### config.mk
export PLATFORM = sky130hd
export DESIGN_NAME = controlador_dht11_flat
export DESIGN_NICKNAME = d
export VERILOG_FILES = /design/src/rtl/controlador_dht11_if.sv /design/src/rtl/controlador_dht11.sv /design/src/flat_wrapper.sv
export SDC_FILE = /design/constraint.sdc
export NUM_CORES = 1
export LEC_CHECK = 0
export CAP_MARGIN = 20
export CORE_MARGIN = 1.5
export CORE_UTILIZATION = 25
export CTS_CLUSTER_SIZE = 16
export DETAILED_ROUTE_END_ITERATION = 10
export PLACE_DENSITY_LB_ADDON = 0.15
export SKIP_LAST_GASP = 1
export SLEW_MARGIN = 0
export SYNTH_ARGS = -nofsm -noshare
export SYNTH_HDL_FRONTEND = slang
export SYNTH_SLANG_ARGS = --single-unit
### constraint.sdc
create_clock -name clock -period 2.15 [get_ports clock]
set_input_delay 0.43 -clock clock [delete_from_list [all_inputs] [get_ports clock]]
set_output_delay 0.43 -clock clock [all_outputs]
set_load 0.1 [all_outputs]
### src/rtl/controlador_dht11_if.sv
// Command/response channel between the UART command decoder and the DHT11 controller.
// The decoder is the master; the controller is the slave.
interface controlador_dht11_if;
    logic        req_valid;
    logic [1:0]  req_cmd;
    logic        req_ready;
    logic        resp_valid;
    logic        resp_ready;
    logic [7:0]  resp_code;
    logic [15:0] resp_data;

    modport master (
        output req_valid, req_cmd, resp_ready,
        input  req_ready, resp_valid, resp_code, resp_data
    );

    modport slave (
        input  req_valid, req_cmd, resp_ready,
        output req_ready, resp_valid, resp_code, resp_data
    );
endinterface

### src/rtl/controlador_dht11.sv
// DHT11 read sequencer: hold-off, enable pulse, done/timeout wait, checksum check,
// bounded retries and a valid/ready response with a status code.
module controlador_dht11 #(
    parameter int unsigned HOLDOFF_CYCLES = 100_000_000,
    parameter int unsigned TIMEOUT_CYCLES = 15_000_000,
    parameter int unsigned RELEASE_CYCLES = 100,
    parameter int unsigned MAX_RETRIES    = 2
) (
    input  logic                clock,
    input  logic                reset_n,
    controlador_dht11_if.slave  cmd_if,
    output logic                enable_sensor,
    input  logic [39:0]         dados_sensor,
    input  logic                erro,
    input  logic                done
);

    localparam int unsigned HW = $clog2(HOLDOFF_CYCLES + 1);
    localparam int unsigned TW = $clog2(TIMEOUT_CYCLES + 1);
    localparam int unsigned RW = $clog2(RELEASE_CYCLES + 1);
    localparam int unsigned NW = $clog2(MAX_RETRIES + 2);

    localparam logic [7:0] CodeOk       = 8'h00;
    localparam logic [7:0] CodeSensor   = 8'hE1;
    localparam logic [7:0] CodeChecksum = 8'hE2;
    localparam logic [7:0] CodeTimeout  = 8'hE3;
    localparam logic [7:0] CodeInvalid  = 8'hE4;

    typedef enum logic [2:0] {
        StIdle,
        StHoldoff,
        StStart,
        StWaitDone,
        StCheck,
        StRelease,
        StRespond
    } state_e;

    state_e        state_q, state_d;
    logic          req_ready_q, req_ready_d;
    logic          resp_valid_q, resp_valid_d;
    logic [7:0]    resp_code_q, resp_code_d;
    logic [15:0]   resp_data_q, resp_data_d;
    logic          en_q, en_d;
    logic          temp_sel_q, temp_sel_d;
    logic [NW-1:0] retry_q, retry_d;
    logic [TW-1:0] tmo_q, tmo_d;
    logic [RW-1:0] rel_q, rel_d;
    logic [HW-1:0] holdoff_cnt_q, holdoff_cnt_d;
    logic [7:0]    res_code_q, res_code_d;
    logic [15:0]   res_data_q, res_data_d;
    logic          done_meta_q, done_s_q;

    logic          holdoff_expired;
    logic [7:0]    b4, b3, b2, b1, b0;
    logic [7:0]    sum8;

    assign holdoff_expired = (holdoff_cnt_q >= HW'(HOLDOFF_CYCLES));

    assign b4 = dados_sensor[39:32];
    assign b3 = dados_sensor[31:24];
    assign b2 = dados_sensor[23:16];
    assign b1 = dados_sensor[15:8];
    assign b0 = dados_sensor[7:0];
    // 8-bit sum: wrap-around is part of the DHT11 checksum definition.
    assign sum8 = b4 + b3 + b2 + b1;

    assign cmd_if.req_ready  = req_ready_q;
    assign cmd_if.resp_valid = resp_valid_q;
    assign cmd_if.resp_code  = resp_code_q;
    assign cmd_if.resp_data  = resp_data_q;
    assign enable_sensor     = en_q;

    always_comb begin
        state_d       = state_q;
        req_ready_d   = req_ready_q;
        resp_valid_d  = resp_valid_q;
        resp_code_d   = resp_code_q;
        resp_data_d   = resp_data_q;
        en_d          = en_q;
        temp_sel_d    = temp_sel_q;
        retry_d       = retry_q;
        tmo_d         = tmo_q;
        rel_d         = rel_q;
        res_code_d    = res_code_q;
        res_data_d    = res_data_q;
        holdoff_cnt_d = holdoff_cnt_q;

        unique case (state_q)
            StIdle: begin
                req_ready_d = 1'b1;
                if (cmd_if.req_valid && req_ready_q) begin
                    req_ready_d = 1'b0;
                    temp_sel_d  = cmd_if.req_cmd[0];
                    retry_d     = '0;
                    if (cmd_if.req_cmd[1]) begin
                        state_d      = StRespond;
                        resp_valid_d = 1'b1;
                        resp_code_d  = CodeInvalid;
                        resp_data_d  = '0;
                    end else begin
                        state_d = StHoldoff;
                    end
                end
            end
            StHoldoff: begin
                if (holdoff_expired) begin
                    state_d = StStart;
                end
            end
            StStart: begin
                en_d    = 1'b1;
                tmo_d   = '0;
                state_d = StWaitDone;
            end
            StWaitDone: begin
                // done is tested first so it wins over a coincident timeout
                if (done_s_q) begin
                    state_d = StCheck;
                end else if (tmo_q == TW'(TIMEOUT_CYCLES - 1)) begin
                    res_code_d = CodeTimeout;
                    res_data_d = '0;
                    en_d       = 1'b0;
                    rel_d      = '0;
                    state_d    = StRelease;
                end else begin
                    tmo_d = tmo_q + TW'(1);
                end
            end
            StCheck: begin
                en_d       = 1'b0;
                rel_d      = '0;
                state_d    = StRelease;
                res_data_d = '0;
                if (erro) begin
                    res_code_d = CodeSensor;
                end else if (sum8 != b0) begin
                    res_code_d = CodeChecksum;
                end else begin
                    res_code_d = CodeOk;
                    res_data_d = temp_sel_q ? {b2, b1} : {b4, b3};
                end
            end
            StRelease: begin
                if (rel_q == RW'(RELEASE_CYCLES - 1)) begin
                    if (res_code_q == CodeOk || retry_q >= NW'(MAX_RETRIES)) begin
                        state_d      = StRespond;
                        resp_valid_d = 1'b1;
                        resp_code_d  = res_code_q;
                        resp_data_d  = res_data_q;
                    end else begin
                        retry_d = retry_q + NW'(1);
                        state_d = StHoldoff;
                    end
                end else begin
                    rel_d = rel_q + RW'(1);
                end
            end
            StRespond: begin
                if (cmd_if.resp_ready) begin
                    resp_valid_d = 1'b0;
                    req_ready_d  = 1'b1;
                    state_d      = StIdle;
                end
            end
            default: begin
                state_d = StIdle;
            end
        endcase

        // Saturating hold-off count, restarted by each falling edge of the enable.
        if (!holdoff_expired) begin
            holdoff_cnt_d = holdoff_cnt_q + HW'(1);
        end
        if (en_q && !en_d) begin
            holdoff_cnt_d = '0;
        end
    end

    always_ff @(posedge clock or negedge reset_n) begin
        if (!reset_n) begin
            state_q       <= StIdle;
            req_ready_q   <= 1'b0;
            resp_valid_q  <= 1'b0;
            resp_code_q   <= 8'h00;
            resp_data_q   <= '0;
            en_q          <= 1'b0;
            temp_sel_q    <= 1'b0;
            retry_q       <= '0;
            tmo_q         <= '0;
            rel_q         <= '0;
            holdoff_cnt_q <= '0;
            res_code_q    <= 8'h00;
            res_data_q    <= '0;
            done_meta_q   <= 1'b0;
            done_s_q      <= 1'b0;
        end else begin
            state_q       <= state_d;
            req_ready_q   <= req_ready_d;
            resp_valid_q  <= resp_valid_d;
            resp_code_q   <= resp_code_d;
            resp_data_q   <= resp_data_d;
            en_q          <= en_d;
            temp_sel_q    <= temp_sel_d;
            retry_q       <= retry_d;
            tmo_q         <= tmo_d;
            rel_q         <= rel_d;
            holdoff_cnt_q <= holdoff_cnt_d;
            res_code_q    <= res_code_d;
            res_data_q    <= res_data_d;
            done_meta_q   <= done;
            done_s_q      <= done_meta_q;
        end
    end

endmodule

### src/flat_wrapper.sv
// flat-port wrapper written by rule: the top's interface ports become plain ports
module controlador_dht11_flat 
#(
    parameter int unsigned HOLDOFF_CYCLES = 100_000_000,
    parameter int unsigned TIMEOUT_CYCLES = 15_000_000,
    parameter int unsigned RELEASE_CYCLES = 100,
    parameter int unsigned MAX_RETRIES    = 2
)
  (clock, reset_n, enable_sensor, dados_sensor, erro, done, cmd_if_req_valid, cmd_if_req_cmd, cmd_if_resp_ready, cmd_if_req_ready, cmd_if_resp_valid, cmd_if_resp_code, cmd_if_resp_data);
  controlador_dht11_if cmd_if_i ();
  input  logic clock;
  input  logic reset_n;
  output logic enable_sensor;
  input  logic [39:0] dados_sensor;
  input  logic erro;
  input  logic done;
  input wire logic [$bits(cmd_if_i.req_valid)-1:0] cmd_if_req_valid;
  input wire logic [$bits(cmd_if_i.req_cmd)-1:0] cmd_if_req_cmd;
  input wire logic [$bits(cmd_if_i.resp_ready)-1:0] cmd_if_resp_ready;
  output wire logic [$bits(cmd_if_i.req_ready)-1:0] cmd_if_req_ready;
  output wire logic [$bits(cmd_if_i.resp_valid)-1:0] cmd_if_resp_valid;
  output wire logic [$bits(cmd_if_i.resp_code)-1:0] cmd_if_resp_code;
  output wire logic [$bits(cmd_if_i.resp_data)-1:0] cmd_if_resp_data;
  assign cmd_if_i.req_valid = cmd_if_req_valid;
  assign cmd_if_i.req_cmd = cmd_if_req_cmd;
  assign cmd_if_i.resp_ready = cmd_if_resp_ready;
  assign cmd_if_req_ready = cmd_if_i.req_ready;
  assign cmd_if_resp_valid = cmd_if_i.resp_valid;
  assign cmd_if_resp_code = cmd_if_i.resp_code;
  assign cmd_if_resp_data = cmd_if_i.resp_data;
  controlador_dht11 #(.HOLDOFF_CYCLES(HOLDOFF_CYCLES), .TIMEOUT_CYCLES(TIMEOUT_CYCLES), .RELEASE_CYCLES(RELEASE_CYCLES), .MAX_RETRIES(MAX_RETRIES)) u_core (.clock(clock), .reset_n(reset_n), .cmd_if(cmd_if_i), .enable_sensor(enable_sensor), .dados_sensor(dados_sensor), .erro(erro), .done(done));
endmodule
# --- Yosys cells after proc, flatten, opt, wreduce, memory -nomap -nowiden ---
# Cells that the tools add are included.
op_classes:
  div_mod_pow: 0
  order_cmp: 2
  n_mux: 55
  eq_ne: 22
  n_bitwise: 0
  shift: 0
  mul: 0
  reduce_logical: 21
  n_addsub: 7
op_table:
  columns: ["cell", "n"]
  rows:
  - ["$mux 16", 9]
  - ["$mux 8", 8]
  - ["$pmux 16 s2", 2]
  - ["$mux 27", 2]
  - ["$mux 24", 2]
  - ["$pmux 24 s2", 1]
  - ["$pmux 8 s2", 2]
  - ["$add 27x1->27 const B", 1]
  - ["$ge 27x27->1 const B", 1]
  - ["$add 24x1->24 const B", 1]
  - ["$add 8x8->8", 3]
  - ["$eq 24x24->1 const B", 1]
  - ["$mux 3", 8]
  - ["$mux 7", 3]
  - ["$pmux 3 s7", 1]
  - ["$pmux 7 s3", 1]
  - ["$ne 2x2->1 const B", 7]
  - ["$ne 2x1->1 const B", 5]
  - ["$reduce_and 5->1", 2]
  - ["$eq 3x3->1 const B", 3]
  - ["$mux 1", 9]
  - ["$logic_not 8->1", 1]
  - ["$ne 8x8->1", 1]
  - ["$reduce_and 4->1", 2]
  - ["20 further kinds", 31]
totals:
  latch_bits: 0
  romBits: 0
  output_inout_bits: 27
  ramBits: 0
  register_bits: 117
  n_memories: 0
  wordCells: 122

# --- Depth between registers and ports, before layout ---
# Gate-level depths: netlist of the first run.
depth:
  ltp_word: 7
  ltp_mapped: 13
  depth_no_buf: 12

# --- Least setup slack after synthesis of the first run ---
# OpenSTA, ideal clock, no wires.
synth_timing:
  path_kind: "input-to-reg"
  start: "input dados_sensor[9]"
  end: "register u_core.res_data_q[10]"
  setup_slack_ps: -1354
  stages: 13
  arrival_ps: 3421
  cell_sequence: "fa_1 > inv_1 > fa_1 > inv_1 > ha_1 > fa_1 > a21o_1 > a21oi_2 > xnor2_1 > a2111oi_2 > nand4_2 > buf_6 > o21ai_0"
synth_between:
  elab_chain_len: 5
synth_lines:
  columns: ["element", "line_no", "text"]
  rows:
  - ["start: declaration", "flat_wrapper.sv:14", "input logic [39:0] dados_sensor;"]
  - ["$add 8x8->8", "controlador_dht11.sv:66", "assign sum8 = b4 + b3 + b2 + b1;"]
  - ["$ne 8x8->1", "controlador_dht11.sv:137", "end else if (sum8 != b0) begin"]
  - ["$mux 16", "controlador_dht11.sv:137", null]
  - ["$mux 16", "controlador_dht11.sv:135", "if (erro) begin"]
  - ["$pmux 16 s2", "controlador_dht11.sv:89", "unique case (state_q)"]
  - ["end signal: assignment", "controlador_dht11.sv:210", "res_data_q <= res_data_d;"]
  - ["end: declaration", "controlador_dht11.sv:51", "logic [15:0] res_data_q, res_data_d;"]
# No other way between the ends.
# A chain may end at the register's enable or synchronous reset.

# --- Final worst setup path of the first run ---
layout_timing:
  start: "input dados_sensor[25]"
  end: "register u_core.res_code_q[6]"
layout_between:
  elab_chain_len: 7
layout_lines:
  columns: ["element", "line_no", "text"]
  rows:
  - ["$add 8x8->8 (3 in a row)", "controlador_dht11.sv:66", null]
  - ["$ne 8x8->1", "controlador_dht11.sv:137", null]
  - ["$mux 8", "controlador_dht11.sv:137", null]
  - ["$mux 8", "controlador_dht11.sv:135", null]
  - ["$pmux 8 s2", "controlador_dht11.sv:89", null]
  - ["end signal: assignment", "controlador_dht11.sv:209", "res_code_q <= res_code_d;"]
  - ["end: declaration", "controlador_dht11.sv:50", "logic [7:0] res_code_q, res_code_d;"]
# No other way between the ends.

==> Implementation_results.wiki, run 1 <==
{| class="wikitable"
! Metric !! Value
|-
| Violations in the final reports || negative setup slack
|-
| RSZ-0062 raised after global routing || yes
|-
| Number of global-route vias before repair || approximately 4.7k
|-
| Num ports || 75
|-
| Number of antenna violations at the first check in global routing || 0
|-
| Number of max-slew violations in the final report || 0
|-
| Overall power of the completed layout || roughly 6.6 mW
|-
| Largest fanout on the critical path || 4
|-
| Result of the run || finished with violations
|-
| Register bit total from synthesis || 108
|-
| Worst setup path category || in2reg
|-
| FF+latch area || roughly 2700 sq um
|-
| Total of warnings raised by yosys || 0
|-
| Initial cell density of the core || roughly 25%
|-
| Number of buffers created by CTS || 9
|-
| Top metal layer carrying routed signals || met4
|-
| Routed wire length || about 15 mm
|-
| WHS || ~17 ps
|-
| Max Fclk || approximately 300 MHz
|-
| Final setup vio count || 18
|-
| Worst relative slew slack || about 64%
|-
| Global-route usage over all layers || approximately an eighth
|-
| Wire length of the first global-routing pass || ~25 mm
|-
| Met3 Routed Length || 543 um
|-
| Total number of placement rows || between 50 and 60
|-
| Commonest cells after routing, fill and taps aside || 108 x dfrtp_1, 94 x buf_4, 62 x nor2_1
|-
| Clock tree root driver cell || clkbuf_16
|-
| Final weighted congestion in routability-driven placement || 0.768
|-
| Critical path startpoint category || input pin
|-
| Worst vdd rail ir drop || around 0.36 mV
|-
| Area taken by multi-input logic gates || 3150 sq um
|-
| Number of H-tree levels || 3
|-
| Worst EP arrival || 3560 ps
|-
| Port-buffer cells || 72
|-
| Routed via count || around 4.7k
|-
| Shortest period the worst path allows || approximately 3300 ps
|-
| Max-capacitance violation count || 0
|-
| Unique masters post-synth || slightly above 70
|-
| Final-layout fill cell count || 2,427
|-
| Setup skew after layout || about 11 ps
|-
| Endpoint type of the worst setup path || register
|-
| Die outline width || 157 um
|-
| Cells after synthesis || ~580
|-
| Final setup slack of the worst path || -1170 ps
|-
| Fraction of layout cells with a size suffix above 1 || 22.7%
|-
| Chip height || approximately 160 um
|-
| Total gr overflow || 0
|-
| Most common cell after layout, fill and taps aside || dfrtp_1
|-
| Floorplan die area || around 25,000 sq um
|-
| Clock transition at the registers of the reported paths || around 80 ps
|-
| DRC || 0
|-
| Total power density per cell area || roughly 840 nW/um^2
|-
| Slowest library cell on the worst path || fa_2
|-
| Number of buffers inserted for hold repair after clock tree synthesis || 0
|-
| Number of buffers between clock root and the deepest sink || 2
|-
| Area added between synthesis and finish || 32.9%
|-
| Number of endpoints with negative hold slack in the final report || 0
|-
| Nets || ~800
|-
| Proportion of register bits with asynchronous set or reset after synthesis || 100%
|-
| Clock latency reported for the late side of the worst-skew pair || 350 ps
|-
| Worst min-delay path category || in2async
|-
| Delay of the slowest cell on the worst path || 550 ps
|-
| Final worst path period share || 154%
|-
| Final HPWL from detailed placement || approximately 11 mm
|-
| Leakage power total || 3.62 nW
|-
| Avg Vias per Cell || roughly 4.6
|-
| Worst Path Required || ~2400 ps
|-
| Iteration-0 DRC count of the detailed router || around 240
|-
| Total non-filler cell area in the finished layout || slightly below 8000 sq um
|-
| Number of diodes || 0
|-
| Count of flip-flops with a built-in enable after synthesis || 0
|-
| Met1 WL || 7.00 mm
|-
| Slack of the worst reg-to-reg path || approximately 120 ps
|-
| Total iterations of the first detailed-routing run || 4
|-
| Pin count of the biggest net entering global routing || 43
|-
| TNS Setup || -20,420 ps
|-
| Syn avg cell area || ~10 sq um
|-
| Top FF cell, synth || dfrtp_1
|-
| Routed length on met2 || ~7.5 mm
|-
| Core utilization of the finished layout || about a third
|-
| Area of the mapped netlist || just under 6000 sq um
|-
| Antenna Violating Nets Remaining || 0
|-
| Clock net sink count || between 100 and 150
|-
| Per-cell routed wire length || approximately 15 um
|-
| Area of the placeable core || 23,400 sq um
|-
| CTS tree || built
|-
| Portion of the post-synthesis area used by sequential elements || a little under half
|-
| Critical Path, Cell by Cell || buf_6 -> fa_1 -> inv_1 -> fa_1 -> inv_2 -> ha_4 -> fa_2 -> xnor2_2 -> o2111ai_2 -> a2111oi_2 -> buf_4 -> nand4_4 -> buf_6 -> a21boi_1
|-
| Worst Max-Slew Pin Slew || 538 ps
|-
| Post-detailed-placement cell area || about 7400 sq um
|}
==> cell usage after synthesis, types with 6 or more instances <==
master	n	area share [%]
and4_1	6	0.88
nor2_1	63	4.0
nand4_1	22	2.3
dfrtp_1	108	45
and3_1	10	1.1
a22o_1	19	2.8
nand3_1	23	1.9
fa_1	14	4.7
mux2i_1	17	2.9
nand2_1	46	2.9
inv_1	22	1.4
xnor2_1	22	3.2
ha_1	12	2.5
nor3_1	9	0.76
clkbuf_1	13	0.82
xor2_1	39	5.7
o21ai_0	24	2.0
a21oi_1	16	1.3
==> worst paths after layout <==
check	to	from	depth (start not counted)
worst max register to register	u_core.state_q[1]$_DFFE_PN0P_	u_core.holdoff_cnt_q[22]$_DFFE_PN0P_	7
max in group asynchronous	u_core.res_data_q[1]$_DFFE_PN0P_	reset_n	2
worst min-delay path	u_core.tmo_q[23]$_DFFE_PN0P_	reset_n	1
worst max-delay path	u_core.res_code_q[6]$_DFFE_PN0P_	dados_sensor[25]	14
worst min register to register	u_core.done_s_q$_DFF_PN0_	u_core.done_meta_q$_DFF_PN0_	0
min in group clock	u_core.done_s_q$_DFF_PN0_	u_core.done_meta_q$_DFF_PN0_	0
==> routing by layer <==
metal,track usage (%),up-vias
li1,-,2297
met1,16.8,2332
met2,21.0,92
met3,2.51,9
met4,4.18,0
met5,0,-
==> timing repair <==
action,CTS,global route
endpoints found under the hold margin,0,0
setup endpoints to repair,18,53
cloned,1,1
pin swaps,16,7
setup buffers,1,1
gates resized for setup,40,18
==> metrics by stage <==
step                std cells  setup WS, ps
floorplan                 580         -1230
finish                   1034         -1170
global placement         1014         -1890
detailed placement       1014         -1940
global route             1034         -1270
CTS                      1032         -1170
==> cell families (layout without fill, tap and decap cells) <==
kind of cell,count (synthesis),after routing,synth area share [%]
simple gates,219,220,19.3
flops,108,108,45.5
compound gates,95,95,11.7
xor+xnor,61,61,8.99
buf+inv,50,184,4.06
fa+ha+maj,26,26,7.24
mux,19,19,3.24
other cells,1,2,0.0631
==> worst max-delay path: cells and delay by family <==
family                     cells  cell delay (ps)
buffers and inverters          5              560
xor gates and xnor gates       1              110
adders and majority gates      4             1730
AOI/OAI and AO/OA              3              590
and+or+nand+nor                1              140
==> report_power, final <==
group          internal (mW)  switching [mW]
sequential              2.22           0.177
combinational           1.03            1.41
clock                  0.961           0.811
total                   4.22            2.40
==> layout make-up <==
type,count,share of cell area [%]
Multi-Input combinational cell,423,39.9
Sequential cell,108,34.2
Timing Repair Buffer,146,15.7
Tap cell,319,5.05
Clock buffer,10,3.03
Clock inverter,6,1.05
Inverter,22,1.05
==> state kept, by name, indices dropped and copies added, names as in the netlist <==
signal,flops
u_core.rel_q,7
u_core.done_s_q,1
u_core.tmo_q,24
u_core.cmd_if.resp_data,16
u_core.done_meta_q,1
u_core.enable_sensor,1
u_core.cmd_if.resp_code,4
u_core.res_data_q,16
u_core.res_code_q,3
u_core.holdoff_cnt_q,27
u_core.cmd_if.req_ready,1
u_core.state_q,3
u_core.cmd_if.resp_valid,1
u_core.temp_sel_q,1
u_core.retry_q,2
(Power assumes the default switching activity.)
==> run 2: changes to the inputs <==
Settings changed: ABC_CLOCK_PERIOD_IN_PS set to 2150, SLEW_MARGIN 0 to 10.
==> results of run 2 <==
Final layout, timing and power as in run 1 (identical DEF).
